==> src/rtl/fifo_wr_arbiter.sv <==
// Round-robin write arbiter: four requesters share one synchronous FIFO write port.
// Each grant accepts up to BURST words, stalls on fifo_full, and is followed by one idle arbitration cycle.
module fifo_wr_arbiter #(
    parameter int unsigned WIDTH = 8,
    parameter int unsigned BURST = 4
) (
    input  logic               clk,
    input  logic               rst_n,
    input  logic [3:0]         req,
    input  logic [4*WIDTH-1:0] din,
    output logic [3:0]         gnt,
    output logic [3:0]         ack,
    input  logic               fifo_full,
    output logic               fifo_wr,
    output logic [WIDTH-1:0]   fifo_data,
    output logic [7:0]         burst_cnt
);

    typedef enum logic {
        IDLE = 1'b0,
        BUSY = 1'b1
    } state_t;

    localparam logic [7:0] LAST_BEAT = 8'(BURST - 1);

    state_t           r_state, w_state_nxt;
    logic [1:0]       r_owner, w_owner_nxt;
    logic [1:0]       r_last, w_last_nxt;
    logic [7:0]       r_cnt, w_cnt_nxt;
    logic [3:0]       r_gnt, w_gnt_nxt;
    logic [1:0]       w_pick;
    logic [1:0]       w_idx;
    logic             w_accept;
    logic             w_release;
    logic [WIDTH-1:0] w_lane [4];

    for (genvar g = 0; g < 4; g++) begin : g_lane
        assign w_lane[g] = din[g*WIDTH +: WIDTH];
    end

    // Scan from farthest to nearest offset so the nearest requester after r_last wins.
    always_comb begin
        w_pick = '0;
        w_idx  = '0;
        for (int unsigned i = 0; i < 4; i++) begin
            w_idx = r_last + 2'(4 - i);
            if (req[w_idx]) begin
                w_pick = w_idx;
            end
        end
    end

    always_comb begin
        w_state_nxt = r_state;
        w_owner_nxt = r_owner;
        w_last_nxt  = r_last;
        w_cnt_nxt   = r_cnt;
        w_gnt_nxt   = r_gnt;
        w_accept    = 1'b0;
        w_release   = 1'b0;
        ack         = '0;
        fifo_wr     = 1'b0;
        fifo_data   = '0;
        case (r_state)
            IDLE: begin
                if (|req) begin
                    w_state_nxt = BUSY;
                    w_owner_nxt = w_pick;
                    w_gnt_nxt   = 4'b0001 << w_pick;
                    w_cnt_nxt   = '0;
                end
            end
            BUSY: begin
                fifo_data      = w_lane[r_owner];
                w_accept       = req[r_owner] & ~fifo_full;
                fifo_wr        = w_accept;
                ack[r_owner]   = w_accept;
                w_release      = ~req[r_owner] | (w_accept & (r_cnt == LAST_BEAT));
                if (w_release) begin
                    w_state_nxt = IDLE;
                    w_last_nxt  = r_owner;
                    w_gnt_nxt   = '0;
                    w_cnt_nxt   = '0;
                end else if (w_accept) begin
                    w_cnt_nxt = r_cnt + 8'd1;
                end
            end
            default: begin
                w_state_nxt = IDLE;
                w_gnt_nxt   = '0;
                w_cnt_nxt   = '0;
            end
        endcase
    end

    always_ff @(posedge clk or negedge rst_n) begin
        if (!rst_n) begin
            r_state <= IDLE;
            r_owner <= '0;
            r_last  <= 2'd3;
            r_cnt   <= '0;
            r_gnt   <= '0;
        end else begin
            r_state <= w_state_nxt;
            r_owner <= w_owner_nxt;
            r_last  <= w_last_nxt;
            r_cnt   <= w_cnt_nxt;
            r_gnt   <= w_gnt_nxt;
        end
    end

    assign gnt       = r_gnt;
    assign burst_cnt = r_cnt;

endmodule

==> config.mk <==
export PLATFORM = sky130hd
export DESIGN_NAME = fifo_wr_arbiter
export DESIGN_NICKNAME = d
export VERILOG_FILES = /design/src/rtl/fifo_wr_arbiter.sv
export SDC_FILE = /design/constraint.sdc
export NUM_CORES = 1
export LEC_CHECK = 0
export ABC_AREA = 0
export CORE_ASPECT_RATIO = 1.1
export CORE_MARGIN = 5
export CORE_UTILIZATION = 42
export CTS_BUF_LIST = sky130_fd_sc_hd__clkbuf_16
export CTS_CLUSTER_DIAMETER = 100
export DETAILED_ROUTE_END_ITERATION = 10
export PLACE_DENSITY_LB_ADDON = 0.05
export SETUP_SLACK_MARGIN = 0.15
export SYNTH_ARGS = -nofsm -noshare
export SYNTH_HDL_FRONTEND = slang
export SYNTH_SLANG_ARGS = --single-unit
==> constraint.sdc <==
create_clock -name clk -period 3.75 [get_ports clk]
set_input_delay 0.9375 -clock clk [delete_from_list [all_inputs] [get_ports clk]]
set_output_delay 0.9375 -clock clk [all_outputs]
set_load 0.02 [all_outputs]
== After elaboration in Yosys (flattened, before gate mapping) ==
Cells that the tools add are included.

* Output and inout bits: 25
* Register bits after elaboration: 17

* Add/subtract/negate cells: 4
* Bitwise operators: 8
* Shifts and indexed selects: 1
* Eq/ne operators: 4
* Multiplexer cells: 32
* Magnitude comparators: 7
* Reduce and logical (&&, ||, !) cells: 6

{| class="wikitable"
|+ Operator list
! operator !! number
|-
| 8-bit two-way mux || 6
|-
| 8-bit binary-select mux with 2-bit select || 1
|-
| 8-bit case mux with 2 select lines || 1
|-
| 2-bit by 3-bit less-than comparator with 1-bit output, second input constant || 5
|-
| 4-bit two-way mux || 3
|-
| 1-bit binary-select mux with 2-bit select || 5
|-
| 1-bit two-way mux || 9
|-
| 8-bit by 1-bit adder with 8-bit output, second input constant || 1
|-
| 8-bit by 2-bit equality test with 1-bit output, second input constant || 1
|-
| 2-bit two-way mux || 4
|-
| 4-bit case mux with 2 select lines || 1
|-
| 2-bit AND reduction || 4
|-
| 2-bit adder, second input constant || 2
|-
| 4-bit AND || 1
|-
| 4-bit OR reduction || 1
|-
| 1-bit by 2-bit left shift with 4-bit output, first input constant || 1
|-
| 3-bit greater-or-equal comparator, second input constant || 1
|-
| 3-bit by 1-bit inequality test with 1-bit output, second input constant || 1
|-
| 1-bit inverter || 3
|-
| 2-bit inverter with 3-bit output || 1
|-
| 2-bit by 1-bit adder with 2-bit output, second input constant || 1
|-
| 1-bit AND || 2
|-
| 1-bit demux with 2-bit select || 1
|-
| 2-bit by 1-bit greater-or-equal comparator with 1-bit output, second input constant || 1
|-
| other kinds (5) || 5
|}

== Logic depth before layout (Yosys ltp) ==
* Depth after elaboration: 9
* Depth in mapped cells: 6

== Worst setup path after synthesis ==
OpenSTA, ideal clock, no wires.

* Kind: input -> output
* Start: input port req[3]
* End: output port ack[3]
* Data required time: 2812 ps
* Stages: 4
* Setup slack: 848 ps
* Path buffers: 0
* Data arrival time: 1964 ps
* Cell sequence: mux4_2 > nand2_2 > inv_1 > and3_1

* Word-level cells in the longest chain between the ends: 5

{| class="wikitable"
|+ Ends and longest elaborated chain
! item !! RTL line !! text
|-
| start, declared || 9 || <nowiki>input logic [3:0] req,</nowiki>
|-
| 1-bit binary-select mux with 2-bit select || 75 || <nowiki>w_accept = req[r_owner] & ~fifo_full;</nowiki>
|-
| 1-bit two-way mux (implied by the code) || 75 ||
|-
| 1-bit AND || 75 ||
|-
| 4-bit AND (no line) || -- ||
|-
| 4-bit two-way mux || 64 || <nowiki>case (r_state)</nowiki>
|-
| end, declared || 12 || <nowiki>output logic [3:0] ack,</nowiki>
|}

Every way passes these cells. The select of a mux whose other input is x is not followed.

== Worst setup path in the final report ==
* Start: input port req[3]
* End: output port fifo_wr

* Word-level cells in the longest chain between the ends: 4

{| class="wikitable"
|+ Ends and longest elaborated chain
! item !! RTL line !! text
|-
| 1-bit binary-select mux with 2-bit select || 75 ||
|-
| 1-bit two-way mux (implied by the code) || 75 ||
|-
| 1-bit AND || 75 ||
|-
| 1-bit two-way mux || 64 ||
|-
| end, declared || 14 || <nowiki>output logic fifo_wr,</nowiki>
|}

Every way passes these cells. The select of a mux whose other input is x is not followed.

==> results.json <==
{
  "seq_area_frac_synth_pct": 34.8,
  "hold_ws_ps": 503,
  "netlist_top_cells_area": "dfrtp_1 (31%), mux4_2 (9.2%), mux4_1 (8.5%)",
  "fin_cells": 217,
  "ir_worst_vdd_v": 0.000559,
  "grt_pass1_vias": 1220,
  "finalPower_mw": 1.30,
  "grt_max_degree": 19,
  "postRouteAntennaNets": 0,
  "synthArstFlopShare_pct": 100,
  "path_clk_slew_ps": 50,
  "grt_antenna_before_repair": 0,
  "power_density_nw_per_um2": 647,
  "post-cts-setup-buffers": 0,
  "hpwl_um": 2930,
  "htree_levels": 1,
  "holdBufCountCts": 0,
  "finalSetupTns_ps": 0,
  "slew_headroom_pct": 50.1,
  "cts_tree": "done",
  "grt_pass1_wl_um": 5580,
  "cts_sinks": 17,
  "drive_above_1_share_pct": 15.2,
  "fin_crit_sh_pct": 93.9,
  "track_usage_pct": 17.6,
  "core.rowCount": 20,
  "run_status": "finished clean",
  "routed_wl_um": 3650,
  "syn_to_final_growth_pct": 63.0,
  "firstDrtPassIters": 4,
  "fmax_ghz": 0.284,
  "critPathKind": "in -> out",
  "yosysTopAreaCellShare_pct": 30.5,
  "critPathMaxFanout": 3,
  "synthesis.nets": 155,
  "avgViaCountPerCell": 5.62,
  "clockBufferDepth": 2,
  "tightest_slew_ps": 746,
  "die_h_um": 66.8,
  "hold_violations": 0,
  "synth_ff_type": "dfrtp_1",
  "synth_area_sq_um": 1230,
  "critPathLaunchType": "primary input",
  "vias": 1220,
  "drc": 0,
  "dp.cells": 213,
  "end_kind": "primary output",
  "final.setup_skew_ps": 3.65,
  "final_common_cell": "clkdlybuf4s50_1",
  "ys_warn_count": 0,
  "ys_ff_latch": 17,
  "yosys.area.top_type": "dfrtp_1",
  "fillers": 218,
  "coreArea_sq_um": 2800,
  "overflow": 0,
  "final_cell_mix": "clkdlybuf4s50_1 (61), dfrtp_1 (15), nand2_1 (11)",
  "die-area_sq_um": 4110,
  "ctsResizeCount": 2,
  "numCtsBuffers": 3,
  "diodes": 0,
  "io_pins": 64,
  "port-buffer-count": 63,
  "drtIter0Drc": 50,
  "clk_root_buffer_cell": "clkbuf_16",
  "synth-edff-count": 0,
  "crit_arrival_ps": 2580,
  "ys_types": 45,
  "fin_nets": 225,
  "hold_class": "reg -> reg",
  "period_minus_slack_ps": 3520,
  "insertion_delay_ps": 250,
  "cp.required_ps": 2810,
  "die_w_um": 61.6,
  "initial_core_util_pct": 43.9,
  "leakagePower_nw": 0.837,
  "syn_avg_cell_area_sq_um": 10.7,
  "wire_per_inst_um": 16.8,
  "drv_cap": 0,
  "gp_congestion": 0.819,
  "setup_viol": 0,
  "slew_viol_final": 0,
  "postSynthCellCount": 115,
  "rsz0062_at_grt": "false"
}
[layout make-up]
cell class	count	area [sq um]	share of cell area, %
flip-flops and latches	17	428	21.3
multi-input cells	91	767	38.3
inverters	2	7.51	0.375
well taps	33	41.3	2.06
clock buffers	3	75.1	3.75
clock inverters	1	5.00	0.250
repair buffers	70	681	34.0
[flip-flops by register name, summed over array words and instances, names as in the netlist]
register	cells
gnt	4
r_last	2
r_state	1
burst_cnt	8
r_owner	2
[cell usage after synthesis, types with 2 or more instances]
library cell  instances
dfrtp_1              15
nand2_1              11
nor2_1                9
and2_1                8
mux4_2                5
a21oi_1               4
a22o_1                4
mux4_1                4
clkbuf_1              3
mux2_2                3
nand3_1               3
o21ai_0               3
or2_2                 3
a21o_1                2
dfstp_2               2
inv_1                 2
nand2b_1              2
o2bb2ai_1             2
or3_1                 2
or4_1                 2
xor2_1                2
[through the flow]
step                util (%)  cell area [sq um]  setup WS [ps]
finish                  71.5               2000            229
global route            71.5               2000            166
CTS                     71.5               2000            208
detailed placement      68.8               1930           54.4
global placement        68.8               1930           76.3
floorplan                  -               1230            848
[power by group]
part / leakage, nW / total, mW / switching (mW) / internal, mW
combinational: 0.575 / 0.732 / 0.333 / 0.400
sequential: 0.220 / 0.352 / 0.106 / 0.246
clock: 0.0409 / 0.212 / 0.0695 / 0.143
[worst paths after layout]
check | startpoint | end | slack (ps) | depth (start not counted)
min in group asynchronous | rst_n | r_state | 1130 | 1
max reg2reg | r_owner[0] | burst_cnt[0] | 1630 | 5
min | gnt[3] | gnt[3] | 500 | 1
max in group asynchronous | rst_n | burst_cnt[0] | 2150 | 1
max | req[3] | fifo_wr | 230 | 5
min reg2reg | gnt[3] | gnt[3] | 500 | 1
[metal layers]
metal,GRT usage (%),wire length [um],vias up
li1,-,-,579
met4,4.77,38,0
met5,0,0,-
met3,2.91,461,5
met2,29.3,1620,60
met1,23.1,1530,576
[cell families (layout without fill, tap and decap cells)]
group	count (synthesis)	in the layout	synth area share, %
compound gates	26	26	16.9
mux	12	12	20.4
flops	17	17	34.8
simple gates	50	50	22.6
xor+xnor	2	2	1.42
buf+inv	7	76	2.85
fa+ha+maj	1	1	1.02
[critical path: stages]
cell and delay (ps):
clkdlybuf4s50_1 420, mux4_2 520, nand2_2 110, inv_1 60, clkdlybuf4s50_1 540
(Power assumes the default switching activity.)
